$ cat config.mk
export PLATFORM = sky130hd
export DESIGN_NAME = multi_door_access_ctrl
export DESIGN_NICKNAME = d
export VERILOG_FILES = /design/src/rtl/multi_door_access_ctrl.sv
export SDC_FILE = /design/constraint.sdc
export NUM_CORES = 1
export LEC_CHECK = 0
export CAP_MARGIN = 20
export CORE_MARGIN = 1.5
export CORE_UTILIZATION = 50
export DETAILED_ROUTE_END_ITERATION = 10
export GPL_TIMING_DRIVEN = 0
export PLACE_DENSITY = 0.82
export SETUP_SLACK_MARGIN = 0.2
export SLEW_MARGIN = 10
export SYNTH_ARGS = -nofsm -noshare
export SYNTH_HDL_FRONTEND = slang
export SYNTH_SLANG_ARGS = --single-unit
$ cat constraint.sdc
create_clock -name clk -period 6.85 [get_ports clk]
set_clock_uncertainty 0.1 [all_clocks]
set_input_delay 1.37 -clock clk [delete_from_list [all_inputs] [get_ports clk]]
set_output_delay 1.37 -clock clk [all_outputs]
set_load 0.05 [all_outputs]
$ cat src/rtl/multi_door_access_ctrl.sv
// Multi-door passage controller: per-door direction FSM with transit timeout,
// plus a shared saturating occupancy counter with full/empty flags.
module multi_door_access_ctrl #(
    parameter int unsigned N_CH        = 2,
    parameter int unsigned CNT_W       = 8,
    parameter int unsigned CAPACITY    = 200,
    parameter int unsigned TIMEOUT_CYC = 1000,
    parameter int unsigned TMR_W       = 10
) (
    input  logic             clk,
    input  logic             rst,
    input  logic [N_CH-1:0]  s1,
    input  logic [N_CH-1:0]  s2,
    output logic [N_CH-1:0]  v,
    output logic [N_CH-1:0]  r,
    output logic [N_CH-1:0]  fault,
    output logic [CNT_W-1:0] ocupacion,
    output logic             lleno,
    output logic             vacio,
    output logic             ovf,
    output logic             unf
);

    localparam int unsigned RAW_W = CNT_W + 5;
    localparam int unsigned EVT_W = 4;

    typedef enum logic [2:0] {
        S_IDLE  = 3'd0,
        S_ENT1  = 3'd1,
        S_ENT12 = 3'd2,
        S_EXT1  = 3'd3,
        S_EXT12 = 3'd4,
        S_FAULT = 3'd5
    } state_t;

    state_t            state_q [N_CH];
    state_t            state_d [N_CH];
    logic [TMR_W-1:0]  timer_q [N_CH];
    logic [TMR_W-1:0]  timer_d [N_CH];
    logic [N_CH-1:0]   entry_evt_c;
    logic [N_CH-1:0]   exit_evt_c;

    logic [N_CH-1:0]   v_d;
    logic [N_CH-1:0]   r_d;
    logic [N_CH-1:0]   fault_d;

    logic [EVT_W-1:0]        n_in_c;
    logic [EVT_W-1:0]        n_out_c;
    logic signed [RAW_W-1:0] raw_c;
    logic                    ovf_d;
    logic                    unf_d;
    logic [CNT_W-1:0]        ocup_d;
    logic                    lleno_d;
    logic                    vacio_d;

    // Per-door state and transit timer registers
    always_ff @(posedge clk) begin
        if (rst) begin
            for (int i = 0; i < int'(N_CH); i++) begin
                state_q[i] <= S_IDLE;
                timer_q[i] <= '0;
            end
        end else begin
            for (int i = 0; i < int'(N_CH); i++) begin
                state_q[i] <= state_d[i];
                timer_q[i] <= timer_d[i];
            end
        end
    end

    // Next-state, timer and completion events; timeout overrides sensors
    always_comb begin
        entry_evt_c = '0;
        exit_evt_c  = '0;
        for (int i = 0; i < int'(N_CH); i++) begin
            state_d[i] = state_q[i];
            timer_d[i] = '0;
            unique case (state_q[i])
                S_IDLE: begin
                    unique case ({s2[i], s1[i]})
                        2'b01:   state_d[i] = S_ENT1;
                        2'b10:   state_d[i] = S_EXT1;
                        2'b11:   state_d[i] = S_FAULT;
                        default: state_d[i] = S_IDLE;
                    endcase
                end
                S_ENT1: begin
                    unique case ({s2[i], s1[i]})
                        2'b11:   state_d[i] = S_ENT12;
                        2'b00:   state_d[i] = S_IDLE;
                        2'b10:   state_d[i] = S_FAULT;
                        default: state_d[i] = S_ENT1;
                    endcase
                end
                S_ENT12: begin
                    if ({s2[i], s1[i]} == 2'b00) state_d[i] = S_IDLE;
                end
                S_EXT1: begin
                    unique case ({s2[i], s1[i]})
                        2'b11:   state_d[i] = S_EXT12;
                        2'b00:   state_d[i] = S_IDLE;
                        2'b01:   state_d[i] = S_FAULT;
                        default: state_d[i] = S_EXT1;
                    endcase
                end
                S_EXT12: begin
                    if ({s2[i], s1[i]} == 2'b00) state_d[i] = S_IDLE;
                end
                S_FAULT: begin
                    if ({s2[i], s1[i]} == 2'b00) state_d[i] = S_IDLE;
                end
                default: state_d[i] = S_IDLE;
            endcase

            if ((state_q[i] == S_ENT1 || state_q[i] == S_ENT12 ||
                 state_q[i] == S_EXT1 || state_q[i] == S_EXT12) &&
                timer_q[i] == TMR_W'(TIMEOUT_CYC - 1)) begin
                state_d[i] = S_FAULT;
            end

            if (state_d[i] == state_q[i] &&
                (state_q[i] == S_ENT1 || state_q[i] == S_ENT12 ||
                 state_q[i] == S_EXT1 || state_q[i] == S_EXT12)) begin
                timer_d[i] = timer_q[i] + TMR_W'(1);
            end

            entry_evt_c[i] = (state_q[i] == S_ENT12) && (state_d[i] == S_IDLE);
            exit_evt_c[i]  = (state_q[i] == S_EXT12) && (state_d[i] == S_IDLE);
        end
    end

    // Occupancy update: signed sum of all same-cycle events, clamped to [0, CAPACITY]
    always_comb begin
        n_in_c  = '0;
        n_out_c = '0;
        for (int i = 0; i < int'(N_CH); i++) begin
            n_in_c  = n_in_c  + EVT_W'(entry_evt_c[i]);
            n_out_c = n_out_c + EVT_W'(exit_evt_c[i]);
        end
        raw_c = $signed(RAW_W'(ocupacion)) + $signed(RAW_W'(n_in_c))
              - $signed(RAW_W'(n_out_c));
        ovf_d = raw_c > $signed(RAW_W'(CAPACITY));
        unf_d = raw_c[RAW_W-1];
        if (ovf_d) begin
            ocup_d = CNT_W'(CAPACITY);
        end else if (unf_d) begin
            ocup_d = '0;
        end else begin
            ocup_d = raw_c[CNT_W-1:0];
        end
        lleno_d = (ocup_d == CNT_W'(CAPACITY));
        vacio_d = (ocup_d == '0);
    end

    // Light and fault decode from the next state so outputs line up with the state register
    always_comb begin
        v_d     = '0;
        r_d     = '0;
        fault_d = '0;
        for (int i = 0; i < int'(N_CH); i++) begin
            v_d[i]     = (state_d[i] == S_ENT12 && !lleno_d) || (state_d[i] == S_EXT12);
            r_d[i]     = (state_d[i] == S_FAULT) || (state_d[i] == S_ENT12 && lleno_d);
            fault_d[i] = (state_d[i] == S_FAULT) && (state_q[i] != S_FAULT);
        end
    end

    // Output and counter registers
    always_ff @(posedge clk) begin
        if (rst) begin
            v         <= '0;
            r         <= '0;
            fault     <= '0;
            ocupacion <= '0;
            lleno     <= 1'b0;
            vacio     <= 1'b1;
            ovf       <= 1'b0;
            unf       <= 1'b0;
        end else begin
            v         <= v_d;
            r         <= r_d;
            fault     <= fault_d;
            ocupacion <= ocup_d;
            lleno     <= lleno_d;
            vacio     <= vacio_d;
            ovf       <= ovf_d;
            unf       <= unf_d;
        end
    end

endmodule
==> metrics.yaml, run 1 <==
floorplanning:
  die_w_um: 77.5
  core_um2: 5240
  start_util: 0.529
  die-area_um2: 6000
  die_h_um: 77.5
  rows: 26
  pin_count: 24
synth:
  yosysSeqAreaShare: 0.318
  synth-seq-cells: 44
  synth_compound_area_frac: 0.188
  synth_xor_area_frac: 0.0664
  yosys-mux-area-fraction: 0.0190
  synthCells: 318
  synth_enable_flop_cells: 0
  synth-simple-area-share: 0.229
  syn_area_um2: 2770
  ys_async_sr_fraction: 0
  synth_top_family_by_area: "simple AND/OR/NAND/NOR gates"
  synth_fa_ha_area_frac: 0.126
  ys_warn_count: 0
  avgSynthCellArea_um2: 8.72
  yosys_most_used_dff: "dfxtp_1"
  synth.distinct_cells: 63
  syn-num-nets: 350
global_route:
  met3_usage: 0.0365
  top_usage_layer: "met2"
  grt_max_degree: 14
  grt_overflow: 0
  grt_pass1_wl_um: 9350
  grt_usage: 0.190
  antenna_found_initial: 0
  grt_util_met1: 0.231
  use_met2: 0.335
  grt_pass1_vias: 2214
timing:
  fin_crit_ns: 6.23
  tightest_slew_ns: 0.591
  clock.fmax_mhz: 160
  setup_viol: 0
  setup_slack_ns: 0.615
  setup_tns_ns: 0
  slew_headroom: 0.606
  hold-worst-slack_ns: 0.361
  finalMaxSlewViolations: 0
  hold_viol: 0
  min_period_over_period: 0.910
  grt_setup_unrepaired: "false"
clock_network:
  cts_num_sinks: 44
  cts-root-buf: "clkbuf_8"
  clk_latency_ns: 0.30
  cts_hold_buf: 0
  cts.clk_slew.worst_paths_ns: 0.08
  cts_tree: "done"
  cts_resized: 0
  cts.htree.levels: 2
  cts_buffer_depth: 2
  cts_inserted_buffers: 5
  post_cts_buffers: 0
finish:
  fin_nets: 380
  area.sequential_um2: 881
  multiInputGateArea_um2: 1740
  diodes: 0
  final_common_cell: "nor2_1"
  drive_gt1_frac: 0.0802
  fillers: 456
  fin_util: 0.610
  final_cell_mix: "48 x nor2_1, 44 x dfxtp_1, 27 x inv_1, 23 x ha_1, 23 x clkdlybuf4s50_1"
  area_delta_synth_final_pct: 15.4
worst_setup_path:
  arrival_ns: 6.33
  rr_endpoint: "v[1]$_SDFF_PP0_"
  crit_type: "input port to register"
  end_kind: "register"
  worst_setup_path_start_kind: "input port"
  cp_max_fo: 7
  r2r_cells: 17
  rr_startpoint: "timer_q[0][0]$_SDFF_PP0_"
  r2r_slack_ns: 1.78
  cp_data_required_time_ns: 6.94
place:
  dpl.hpwl_um: 4150
  dpl_worst_slack_ns: 0.342
  port-buffer-count: 23
  place_congestion: 0.886
hold_path:
  hp-class: "register to register"
  hold_depth: 1
  min_delay_worst_endpoint: "timer_q[0][0]$_SDFF_PP0_"
  holdCritStartpoint: "timer_q[0][0]$_SDFF_PP0_"
route:
  routed_via_density: 5.53
  route.detailed.drc: 0
  drtIter0Drc: 170
  vias: 2319
  totalWireLength_um: 5420
  final_antenna_net_count: 0
  routedWlPerCell_um: 12.9
  dr.pass1.iters: 5
job:
  cap_violations: 0
power_and_ir_drop:
  p_leak_uw: 0.00123
  ir_worst_vdd_mv: 0.224
  power_density_nw_per_um2: 369
run_status:
  status: "completed"
==> registers in the layout, indices dropped and copies added (netlist names) <==
name,flops
unf,1
timer_q,20
fault,2
ovf,1
ocupacion,8
state_q,6
vacio,1
r,2
lleno,1
v,2
==> worst max path at each step <==
stage | from | to | cells after the start
floorplan | s1[1] | v[1]$_SDFF_PP0_ | 17
finish | s1[1] | v[1]$_SDFF_PP0_ | 18
global placement | s1[0] | v[1]$_SDFF_PP0_ | 17
CTS | s1[0] | v[1]$_SDFF_PP0_ | 19
global route | s1[1] | v[1]$_SDFF_PP0_ | 18
detailed placement | s1[1] | v[1]$_SDFF_PP0_ | 18
==> final cells by class <==
cell class,instances,area share
repair buffers,23,0.0720
flip-flops and latches,44,0.276
clock inverters,2,0.0110
inverters,27,0.0317
clock buffers,6,0.0227
well taps,70,0.0274
multi-input cells,238,0.544
plain buffers,9,0.0153
==> metrics by stage <==
step | instances | total power, uW | area, um2
final | 419 | 1180 | 3200
after global placement | 411 | 963 | 3090
after global routing | 419 | 1260 | 3200
after detailed placement | 411 | 977 | 3090
after CTS | 419 | 1170 | 3200
after floorplan | 318 | 831 | 2770
==> routing by layer <==
layer  up-vias  part of all wire
li1       1171                 -
met1      1097              0.45
met2        45              0.51
met3         6             0.033
met4         0            0.0089
met5         -                 0
==> logic make-up after synthesis <==
| kind of cell | count (synthesis) |
|---|---|
| muxes | 5 |
| xor gates and xnor gates | 21 |
| and+or+nand+nor | 124 |
| DFF | 44 |
| buffers and inverters | 36 |
| AOI/OAI and AO/OA | 62 |
| adders and majority gates | 26 |
==> cell usage after synthesis (5+ instances only) <==
cell type,number,area share
nor2b_1,5,0.011
inv_1,27,0.037
o21ai_0,7,0.013
dfxtp_1,44,0.32
nor2_1,48,0.065
and3_1,5,0.011
a211o_1,5,0.016
nor3_1,5,0.0090
a21oi_1,10,0.018
nand3_1,15,0.027
xnor2_1,9,0.028
nand2_1,14,0.019
nand2b_1,7,0.016
ha_1,23,0.10
xor2_1,12,0.038
==> where the power goes <==
| group | switching [uW] | total (uW) | internal (uW) |
|---|---|---|---|
| logic | 416 | 670 | 254 |
| clock network | 88.9 | 197 | 108 |
| registers | 17.8 | 311 | 294 |
| total | 523 | 1180 | 656 |
==> worst max-delay path, stage by stage <==
cell and delay (ns):
clkdlybuf4s50_1 0.53, inv_1 0.10, ha_1 0.21, mux2_2 0.28, o21ai_0 0.22, o22ai_1 0.26, nor3_1 0.28, fa_1 0.48
fa_1 0.41, inv_1 0.07, ha_1 0.18, fa_1 0.30, a211oi_2 0.13, or2_1 0.33, o311ai_4 0.35, o32ai_1 0.20
a211o_1 0.29, a2111oi_2 0.35
Note: power is estimated with default switching activity, not from simulation.
==> inputs of run 2 (changes only) <==
PLACE_DENSITY = 0.71   (was 0.82)
==> run 2 against run 1 <==
Compared with the run above: maximum frequency up 0.43%; clock-buffer cell count stayed put; final area rose by 0.43%; core utilization is 0.26 points higher; routed wire length is 1.1% lower.
==> metrics.yaml, run 2 (synthesized netlist as in run 1, its figures left out) <==
run_status:
  status: "completed"  # unchanged
floorplanning:
  rows: 26  # unchanged
  die-area_um2: 6000  # unchanged
  die_w_um: 77.5  # unchanged
  core_um2: 5240  # unchanged
  pin_count: 24  # unchanged
  start_util: 0.529  # unchanged
  die_h_um: 77.5  # unchanged
timing:
  clock.fmax_mhz: 161  # was 160 MHz
  grt_setup_unrepaired: "false"  # unchanged
  min_period_over_period: 0.906  # was 0.910
  setup_tns_ns: 0  # unchanged
  tightest_slew_ns: 0.607  # was 0.591 ns
  hold_viol: 0  # unchanged
  slew_headroom: 0.595  # was 0.606
  hold-worst-slack_ns: 0.368  # was 0.361 ns
  setup_viol: 0  # unchanged
  fin_crit_ns: 6.21  # was 6.23 ns
  finalMaxSlewViolations: 0  # unchanged
place:
  placed_cells: 411  # unchanged
  place_congestion: 0.811  # was 0.886
  dpl.hpwl_um: 4100  # was 4150 um
  port-buffer-count: 23  # unchanged
hold_path:
  holdCritStartpoint: "timer_q[0][10]$_SDFF_PP0_"  # was timer_q[0][0]$_SDFF_PP0_
  hp-class: "register to register"  # unchanged
  hold_depth: 1  # unchanged
clock_network:
  cts_buffer_depth: 2  # unchanged
  post_cts_buffers: 0  # unchanged
  cts_inserted_buffers: 5  # unchanged
  cts_hold_buf: 0  # unchanged
  cts-root-buf: "clkbuf_8"  # unchanged
  cts_num_sinks: 44  # unchanged
  cts_resized: 0  # unchanged
  cts.clk_slew.worst_paths_ns: 0.09  # was 0.08 ns
  cts_tree: "done"  # unchanged
  cts.htree.levels: 2  # unchanged
  clk_latency_ns: 0.30  # about the same
global_route:
  use_met2: 0.339  # was 0.335
  grt_usage: 0.197  # was 0.190
  top_usage_layer: "met2"  # unchanged
  grt_max_degree: 15  # was 14
  met3_usage: 0.0318  # was 0.0365
  grt_pass1_wl_um: 9650  # was 9350 um
  grt_util_met1: 0.253  # was 0.231
  antenna_found_initial: 0  # unchanged
  grt_overflow: 0  # unchanged
  grt_pass1_vias: 2156  # was 2214
finish:
  final_common_cell: "nor2_1"  # unchanged
  fin_nets: 380  # unchanged
  drive_gt1_frac: 0.0831  # was 0.0802
  fin_cells: 419  # unchanged
  diodes: 0  # unchanged
  largest_register_ffs: 20  # unchanged
  final_cell_mix: "48 x nor2_1, 44 x dfxtp_1, 27 x inv_1, 23 x ha_1, 23 x clkdlybuf4s50_1"  # unchanged
  area_delta_synth_final_pct: 15.8  # was 15.4%
  top_regs: "timer_q (20), ocupacion (8), state_q (6)"  # unchanged
  fin_util: 0.613  # was 0.610
  largest_register: "timer_q"  # unchanged
route:
  vias: 2253  # was 2319
  routedWlPerCell_um: 12.8  # was 12.9 um
  route.detailed.drc: 0  # unchanged
  final_antenna_net_count: 0  # unchanged
  routed_via_density: 5.38  # was 5.53
  totalWireLength_um: 5360  # was 5420 um
  dr.pass1.iters: 4  # was 5
  drtIter0Drc: 97  # was 170
worst_setup_path:
  end_kind: "register"  # unchanged
  crit_type: "input port to register"  # unchanged
  rr_startpoint: "timer_q[0][0]$_SDFF_PP0_"  # unchanged
  worst_setup_path_start_kind: "input port"  # unchanged
  r2r_cells: 17  # unchanged
  cp_data_required_time_ns: 6.95  # was 6.94 ns
  startpoint: "s1[0]"  # was s1[1]
  arrival_ns: 6.31  # was 6.33 ns
  cp_max_fo: 5  # was 7
job:
  cap_violations: 0  # unchanged
power_and_ir_drop:
  p_leak_uw: 0.00124  # was 0.00123 uW
  p_total_uw: 1190  # was 1180 uW
  ir_worst_vdd_mv: 0.203  # was 0.224 mV
  power_density_nw_per_um2: 370  # was 369 nW/um2
-- run 2: changes by cell type in the layout (fill, tap and decap cells not counted) --
cell / change
clkinv_4: +1
clkbuf_8: +1
clkinv_2: -1
clkbuf_1: -1
-- run 2: worst max-delay path, stage by stage --
cell and delay, ns:
clkdlybuf4s50_1 0.54, inv_1 0.11, ha_1 0.23, o41ai_2 0.59, nor2_1 0.15, and3_1 0.23
fa_1 0.55, fa_1 0.18, inv_1 0.05, ha_1 0.20, fa_1 0.45, a211oi_2 0.32
o21bai_1 0.19, a221oi_2 0.34, o32ai_1 0.18, a211o_1 0.29, a2111oi_2 0.34
-- run 2: per-layer routing --
layer	vias up	routed length (um)
li1	1168	-
met1	1059	2600
met2	21	2610
met3	5	107
met4	0	53
met5	-	0
-- run 2: path summary, 6_finish.rpt --
path / end / slack, ns
max: v[1]$_SDFF_PP0_ / 0.64
max reg2reg: v[1]$_SDFF_PP0_ / 1.77
min reg2reg: timer_q[0][10]$_SDFF_PP0_ / 0.37
min: timer_q[0][10]$_SDFF_PP0_ / 0.37
-- run 2: power breakdown --
part	switching (uW)	leakage (uW)	internal, uW
clock	92.4	0.0000614	119
combinational	411	0.000820	253
sequential	17.2	0.000359	294
-- run 2: cell type report --
| class | count | area (um2) |
|---|---|---|
| buffer | 9 | 48.8 |
| timing repair buffer | 23 | 230 |
| tap | 70 | 87.6 |
| clock inverter | 2 | 38.8 |
| sequential | 44 | 881 |
| clock buffer | 6 | 82.6 |
| inverter | 27 | 101 |
| fill | 491 | 2030 |
| multi-input combinational | 238 | 1740 |
-- run 2: through the flow --
step                      setup slack [ns]  area [um2]
after floorplan                       1.41        2770
after global placement               0.399        3090
after detailed placement             0.328        3090
after CTS                            0.625        3210
after global routing                 0.252        3210
final                                0.642        3210
==> inputs of run 3 (changes only) <==
SLEW_MARGIN = default   (was 10)
==> results of run 3 <==
The final DEF is identical to that of run 2; final timing and power are the same.
